--- config.mk ---
export PLATFORM = sky130hd
export DESIGN_NAME = priority_encoder
export DESIGN_NICKNAME = d
export VERILOG_FILES = /design/src/rtl/priority_encoder_pkg.sv /design/src/rtl/priority_encoder_comb.sv /design/src/rtl/priority_encoder.sv
export SDC_FILE = /design/constraint.sdc
export NUM_CORES = 1
export LEC_CHECK = 0
export ABC_CLOCK_PERIOD_IN_PS = 1100
export BUFFER_PORTS_ARGS = -buffer_cell sky130_fd_sc_hd__buf_4
export CORE_AREA = 2 2 39 41
export CTS_BUF_LIST = sky130_fd_sc_hd__clkbuf_2 sky130_fd_sc_hd__clkbuf_4 sky130_fd_sc_hd__clkbuf_8
export DETAILED_ROUTE_END_ITERATION = 12
export DIE_AREA = 0 0 41 43
export PLACE_DENSITY_LB_ADDON = 0.15
export SKIP_CTS_REPAIR_TIMING = 1
export SLEW_MARGIN = 20
export SYNTH_ARGS = -nofsm -noshare
export SYNTH_HDL_FRONTEND = slang
export SYNTH_SLANG_ARGS = --single-unit
--- constraint.sdc ---
create_clock -name clk -period 1.1 [get_ports clk]
set_input_delay 0.11 -clock clk [delete_from_list [all_inputs] [get_ports clk]]
set_output_delay 0.11 -clock clk [all_outputs]
set_load 0.02 [all_outputs]
--- src/rtl/priority_encoder_pkg.sv ---
// Shared definitions for the priority_encoder block.
//
// Contents:
//   DefaultWidth - default request-vector width (8)
//   MaxWidth     - widest request vector the block supports (64)
//   out_w()      - width of the encoded index for a given request width
//   pe_index()   - highest-set-bit index of a vector, used by the bench model
package priority_encoder_pkg;

  localparam int unsigned DefaultWidth = 8;
  localparam int unsigned MaxWidth     = 64;

  // Index width for a request vector of the given width. Never less than 1 bit,
  // so a degenerate width still yields a legal vector.
  function automatic int unsigned out_w(input int unsigned width);
    return (width > 1) ? $clog2(width) : 1;
  endfunction

  // Index of the highest set bit of vec, or 0 when no bit is set. An X/Z bit
  // fails the if-test and is therefore never counted as a request.
  function automatic int unsigned pe_index(input logic [MaxWidth-1:0] vec);
    int unsigned idx;
    idx = 0;
    for (int unsigned i = 0; i < MaxWidth; i++) begin
      if (vec[i] == 1'b1) begin
        idx = i;
      end
    end
    return idx;
  endfunction

endpackage

--- src/rtl/priority_encoder_comb.sv ---
// Combinational core of the priority encoder.
//
// Reduces a request vector to the index of its highest set bit and flags
// whether any bit was set. No state.
//
// Parameters:
//   WIDTH - number of request bits
//   OUT_W - index width (derived by the parent)
// Ports:
//   req [WIDTH-1:0] in  - request vector
//   idx [OUT_W-1:0] out - index of highest set bit, 0 when none set
//   any             out - 1 when at least one request bit is set
module priority_encoder_comb #(
  parameter int unsigned WIDTH = 8,
  parameter int unsigned OUT_W = 3
) (
  input  logic [WIDTH-1:0] req,
  output logic [OUT_W-1:0] idx,
  output logic             any
);

  // Scan upward so a later (higher) hit overwrites an earlier one; the last
  // assignment therefore holds the highest set index. Defaults give idx=0 for
  // an empty vector rather than any stale value.
  always_comb begin
    idx = '0;
    any = 1'b0;
    for (int unsigned i = 0; i < WIDTH; i++) begin
      if (req[i]) begin
        idx = OUT_W'(i);
        any = 1'b1;
      end
    end
  end

endmodule

--- src/rtl/priority_encoder.sv ---
// Registered N-to-log2(N) priority encoder with valid flag.
//
// Reports the index of the highest set bit of the request vector one clock
// after it is sampled. Outputs come straight from flops; there is no
// combinational path from in to out.
//
// Optional feature (macro PRIORITY_ENCODER_ONEHOT_EN):
//   adds a registered one-hot copy of the winning index, sharing the reset,
//   enable and timing of out.
//
// Parameters:
//   WIDTH - request bits, power of two in 2..64
//   OUT_W - index width, derived from WIDTH
// Ports:
//   clk                 in  - clock, rising edge
//   rst                 in  - synchronous reset, active high, beats en
//   en                  in  - capture enable; outputs hold when low
//   in     [WIDTH-1:0]  in  - request vector
//   out    [OUT_W-1:0]  out - registered index of highest set bit
//   onehot [WIDTH-1:0]  out - registered one-hot of out (macro only)
//   valid               out - registered, 1 when captured vector was non-zero
module priority_encoder
  import priority_encoder_pkg::*;
#(
  parameter  int unsigned WIDTH = DefaultWidth,
  localparam int unsigned OUT_W = out_w(WIDTH)
) (
  input  logic             clk,
  input  logic             rst,
  input  logic             en,
  input  logic [WIDTH-1:0] in,
  output logic [OUT_W-1:0] out,
`ifdef PRIORITY_ENCODER_ONEHOT_EN
  output logic [WIDTH-1:0] onehot,
`endif
  output logic             valid
);

  logic [OUT_W-1:0] idx_d;
  logic             any_d;
  logic [OUT_W-1:0] out_q;
  logic             valid_q;

  priority_encoder_comb #(
    .WIDTH (WIDTH),
    .OUT_W (OUT_W)
  ) u_comb (
    .req (in),
    .idx (idx_d),
    .any (any_d)
  );

  // idx_d is already 0 for an empty vector, so out is forced to 0 rather than
  // holding the previous winner.
  always_ff @(posedge clk) begin
    if (rst) begin
      out_q   <= '0;
      valid_q <= 1'b0;
    end else if (en) begin
      out_q   <= idx_d;
      valid_q <= any_d;
    end
  end

  assign out   = out_q;
  assign valid = valid_q;

`ifdef PRIORITY_ENCODER_ONEHOT_EN
  logic [WIDTH-1:0] onehot_d;
  logic [WIDTH-1:0] onehot_q;

  always_comb begin
    onehot_d = '0;
    if (any_d) begin
      onehot_d[idx_d] = 1'b1;
    end
  end

  always_ff @(posedge clk) begin
    if (rst) begin
      onehot_q <= '0;
    end else if (en) begin
      onehot_q <= onehot_d;
    end
  end

  assign onehot = onehot_q;
`else
  // One-hot output not built; out/valid behaviour is unchanged.
`endif

endmodule

==> results.py, run 1 <==
metrics = {
    "yosys": {
        "yosysTopAreaCell": "dfxtp_1",
        "ys_types": 10,
        "synth-seq-cells": 4,
        "yosysMostFrequentCell": "nor2_1",
        "synth_ff_type": "dfxtp_1",
        "async_flop_share": 0,
        "syn_area_per_cell_um2": 8.05,
        "syn_area_um2": 185,
        "ys_warn_count": 0,
        "syn-instance-count": 23,
        "synth_common_cells": "7 x nor2_1, 4 x dfxtp_1, 3 x a311oi_1, 2 x inv_1, 2 x nor4_1",
        "yosysTopAreaCellShare": 0.432,
        "synthTopCellsByArea": "dfxtp_1 43%, nor2_1 14%, a311oi_1 14%",
        "yosysSeqAreaShare": 0.432,
        "synth-edff-count": 0,
        "syn_nets": 34,
    },
    "placed_design": {
        "dpl.cell_count": 52,
        "routabilityCongestion": 0.660,
        "dp_hpwl_um": 430,
        "place_area_um2": 307,
        "io_buffers": 14,
        "dp_slack_ns": 0.115,
    },
    "worst_setup_path": {
        "path_buf_inv": 1,
        "crit_fanout": 2,
        "critPathCaptureType": "primary output",
        "worstPathArrival_ns": 0.70,
        "crit_path_top_delay_cell": "dfxtp_1",
        "path_class": "reg -> out",
        "rr_startpoint": "valid",
        "path_cells": "buf_4",
        "startpoint": "out[0]",
        "startpoint_type": "flop",
        "crit_family": "flip-flops",
        "cp.required_ns": 0.99,
        "crit_path_max_incr_delay_ns": 0.33,
    },
    "cts": {
        "cts_max_level": 1,
        "root_buffer": "clkbuf_4",
        "clk_pin_slew_ns": 0.04,
        "numCtsBuffers": 3,
        "clk_path_buf_depth": 2,
        "tritoncts": "yes",
        "clock-sinks": 4,
        "clkLatencyLatePin_ns": 0.23,
    },
    "timing": {
        "setup-tns-final_ns": 0,
        "finalSetupViolCount": 0,
        "relSlewSlack": 0.735,
        "hold_viol_final": 0,
        "post-route-period-util": 0.735,
        "worstMarginPinSlew_ns": 0.393,
        "fmax_ghz": 1.24,
        "hold_ws_ns": 0.0698,
        "maxSlewViolCount": 0,
        "finClkSkew_ns": 0,
        "finalCriticalPeriod_ns": 0.809,
        "timing.final.ws_setup_ns": 0.291,
        "rsz0062_at_grt": "false",
    },
    "pwr": {
        "leakage_nw": 0.151,
        "total_power_uw": 432,
        "vdd_drop_max_mv": 0.260,
        "power_density_nw_per_um2": 1310,
    },
    "die": {
        "die-area_um2": 1760,
        "io-pin-count": 15,
        "core_um2": 1380,
        "row_count": 14,
        "die-width_um": 41,
        "initial_core_util": 0.134,
        "die_h_um": 43,
    },
    "routing": {
        "final_antenna_net_count": 0,
        "vias": 223,
        "drc": 0,
        "drtPass1Iterations": 4,
        "viasPerCell": 4.05,
        "wl_per_cell_um": 9.13,
        "first_iter_violations": 2,
        "wirelength_um": 502,
    },
    "global_route": {
        "grt_usage": 0.0802,
        "grt_first_pass_wirelength_um": 841,
        "antenna_found_initial": 0,
        "overflow": 0,
        "grt_max_degree": 9,
        "grt_pass1_vias": 220,
    },
    "finish": {
        "insertedDiodeCount": 0,
        "stdcell_area_um2": 329,
        "synthToLayoutAreaGrowth_pct": 77.7,
        "fin_util": 0.238,
        "drive_gt1_frac": 0.436,
        "final_cell_count_no_fill": 55,
        "fin_nets": 52,
    },
    "worst_hold_path": {
        "min_path_type": "in -> reg",
        "hold_start": "rst",
    },
    "run": {
        "drv_cap": 0,
    },
    "run_status": {
        "status": "complete, no violations",
    },
}
==> layer usage <==
layer,up-vias,global-route usage,wire (um)
met5,-,0,0
met4,0,0.120,0
met3,0,0.0366,71
met2,14,0.0875,224
met1,91,0.0865,206
li1,118,-,-
==> final timing paths <==
path | endpoint | slack, ns | cells after the start
worst max-delay path | out[0] | 0.29 | 1
worst min-delay path | out[2] | 0.07 | 2
worst max register to register | valid | 0.42 | 2
worst min register to register | valid | 0.48 | 2
==> state kept, by name, indices dropped and copies added, names as in the netlist <==
name   flops
out        3
valid      1
==> logic make-up (layout without fill, tap and decap cells) <==
| group | after synthesis | after routing | synth area share |
|---|---|---|---|
| AND/OR/NAND/NOR | 10 | 10 | 0.243 |
| AO/OA/AOI/OAI | 6 | 6 | 0.264 |
| flip-flops | 4 | 4 | 0.432 |
| buffers and inverters | 3 | 19 | 0.0608 |
==> report_power, final <==
group / total [mW] / internal, mW / switching (mW)
Clock: 0.178 / 0.122 / 0.0559
Sequential: 0.163 / 0.157 / 0.00548
Combinational: 0.0918 / 0.0488 / 0.0430
Total: 0.432 / 0.328 / 0.104
==> cells in the final DEF (no fill, tap or decap), drive strengths merged <==
cell type  Yosys  routed
buf            0      14
nor2           7       7
dfxtp          4       4
a311oi         3       3
clkbuf         1       3
inv            2       2
nor4           2       2
nand2b         1       1
a221o          1       1
o21ai          1       1
a211oi         1       1
==> area by class of cell <==
cell class,instances,area (um^2)
repair buffers,14,105
multi-input cells,16,93.8
flip-flops and latches,4,80.1
well taps,16,20.0
fillers,170,1050
inverters,2,7.51
clock buffers,3,22.5
(Power assumes the default switching activity.)
==> inputs of run 2 (changes only) <==
Settings changed: ABC_AREA set to 1, ABC_CLOCK_PERIOD_IN_PS 1100 to 800.
Clock period 1.1 ns to 0.8 ns, I/O delays scaled along.
==> run 2 against run 1 <==
Effect of this change: routed wire length rose by 1.6%; sequential cell count did not move; worst setup slack got worse by 0.26 ns; critical path type unchanged.
==> results.py, run 2 <==
metrics = {
    "cts": {
        "clkLatencyLatePin_ns": 0.23,
        "tritoncts": "yes",
        "root_buffer": "clkbuf_4",
        "cts_max_level": 1,
        "clock-sinks": 4,
        "clk_pin_slew_ns": 0.04,
        "numCtsBuffers": 3,
        "clk_path_buf_depth": 2,
    },
    "yosys": {
        "synthTopCellsByArea": "dfxtp_1 40%, nand2_1 15%, inv_1 13%",
        "yosysMostFrequentCell": "nand2_1",
        "syn_area_um2": 203,
        "ys_types": 10,
        "syn-instance-count": 32,
        "synth_ff_type": "dfxtp_1",
        "synth-seq-cells": 4,
        "syn_area_per_cell_um2": 6.33,
        "syn_nets": 43,
        "synth-edff-count": 0,
        "synth_common_cells": "8 x nand2_1, 7 x inv_1, 4 x dfxtp_1, 4 x nor2_1, 3 x a21oi_1",
        "async_flop_share": 0,
        "yosysTopAreaCell": "dfxtp_1",
        "ys_warn_count": 0,
        "yosysSeqAreaShare": 0.395,
        "yosysTopAreaCellShare": 0.395,
    },
    "worst_setup_path": {
        "cp_num_cells": 1,
        "crit_path_max_incr_delay_ns": 0.32,
        "path_cells": "buf_4",
        "crit_path_top_delay_cell": "dfxtp_1",
        "crit_family": "flip-flops",
        "startpoint_type": "flop",
        "rrSetupSlack_ns": 0.18,
        "path_buf_inv": 1,
        "critPathCaptureType": "primary output",
        "path_class": "reg -> out",
        "cp.required_ns": 0.72,
        "r2r_cells": 2,
        "worstPathArrival_ns": 0.69,
        "crit_fanout": 2,
    },
    "die": {
        "row_count": 14,
        "die-area_um2": 1760,
        "io-pin-count": 15,
        "die-width_um": 41,
        "initial_core_util": 0.146,
        "die_h_um": 43,
        "core_um2": 1380,
    },
    "finish": {
        "layout_common_cells": "12 x buf_4, 8 x nand2_1, 7 x inv_1",
        "fillers": 164,
        "final_cell_count_no_fill": 65,
        "largest_reg_flops": 3,
        "drive_gt1_frac": 0.388,
        "final_common_cell": "buf_4",
        "multi_input_area_um2": 96.3,
        "synthToLayoutAreaGrowth_pct": 77.8,
        "seq_area_um2": 82.6,
        "fin_nets": 62,
        "insertedDiodeCount": 0,
        "stdcell_area_um2": 360,
    },
    "placed_design": {
        "io_buffers": 14,
        "routabilityCongestion": 0.674,
        "dp_hpwl_um": 437,
        "place_area_um2": 328,
        "dpl.cell_count": 62,
        "dp_slack_ns": 0.0353,
    },
    "timing": {
        "fmax_ghz": 1.30,
        "rsz0062_at_grt": "false",
        "relSlewSlack": 0.909,
        "hold_viol_final": 0,
        "setup-tns-final_ns": 0,
        "post-route-period-util": 0.959,
        "worstMarginPinSlew_ns": 0.133,
        "finClkSkew_ns": 0,
        "maxSlewViolCount": 0,
        "timing.final.ws_setup_ns": 0.0331,
        "finalCriticalPeriod_ns": 0.767,
        "finalSetupViolCount": 0,
    },
    "routing": {
        "first_iter_violations": 1,
        "final_antenna_net_count": 0,
        "wirelength_um": 510,
        "viasPerCell": 3.72,
        "vias": 242,
        "drc": 0,
        "wl_per_cell_um": 7.85,
        "drtPass1Iterations": 3,
    },
    "global_route": {
        "grt_first_pass_wirelength_um": 869,
        "grt_usage": 0.0783,
        "grt_pass1_vias": 243,
        "grt_max_degree": 6,
        "overflow": 0,
        "antenna_found_initial": 0,
    },
    "pwr": {
        "power_density_nw_per_um2": 1690,
        "leakage_nw": 0.197,
        "total_power_uw": 608,
        "vdd_drop_max_mv": 0.585,
    },
    "run_status": {
        "status": "complete, no violations",
    },
    "run": {
        "drv_cap": 0,
    },
    "worst_hold_path": {
        "min_path_type": "in -> reg",
        "hold_depth": 2,
    },
}
==> run 2: cell count changes after synthesis, moves of 2 or more <==
cell      before  now
a311oi_1       3    0
nor2_1         7    4
a21oi_1        0    3
nor4_1         2    0
inv_1          2    7
nand2_1        0    8
==> run 2: worst paths after layout <==
path | to | startpoint
hold reg to reg | out[2] | out[2]
setup / recovery | out[0] | out[0]
hold / removal | out[2] | rst
setup reg to reg | out[1] | out[1]
==> run 2: layout make-up <==
| cell class | count | share of cell area |
|---|---|---|
| clock buffers | 3 | 0.0625 |
| inverters | 7 | 0.0729 |
| multi-input cells | 21 | 0.267 |
| flip-flops and latches | 4 | 0.229 |
| well taps | 16 | 0.0556 |
| repair buffers | 14 | 0.312 |
==> run 2: cell families after synthesis <==
group,share of synthesized area
AOI/OAI and AO/OA,0.179
buffers and inverters,0.130
DFF,0.395
muxes,0.0494
and+or+nand+nor,0.247
==> run 2: layer usage <==
metal | part of all wire | global-route usage | vias to the layer above
li1 | - | - | 136
met1 | 0.47 | 0.0932 | 97
met4 | 0 | 0.0800 | 0
met3 | 0.12 | 0.0471 | 0
met5 | 0 | 0 | -
met2 | 0.41 | 0.0875 | 9
==> run 2: where the power goes <==
group	switching (mW)	internal, mW	leakage [nW]	total, mW
Sequential	0.00824	0.217	0.0339	0.226
Combinational	0.0623	0.0724	0.149	0.135
Clock	0.0798	0.168	0.0138	0.247
==> run 2: metrics by stage <==
step                hold WS, ns   util
floorplan                 0.149      -
global placement          0.266  0.237
detailed placement        0.259  0.237
CTS                      0.0152  0.253
global route             0.0134  0.260
finish                   0.0169  0.260
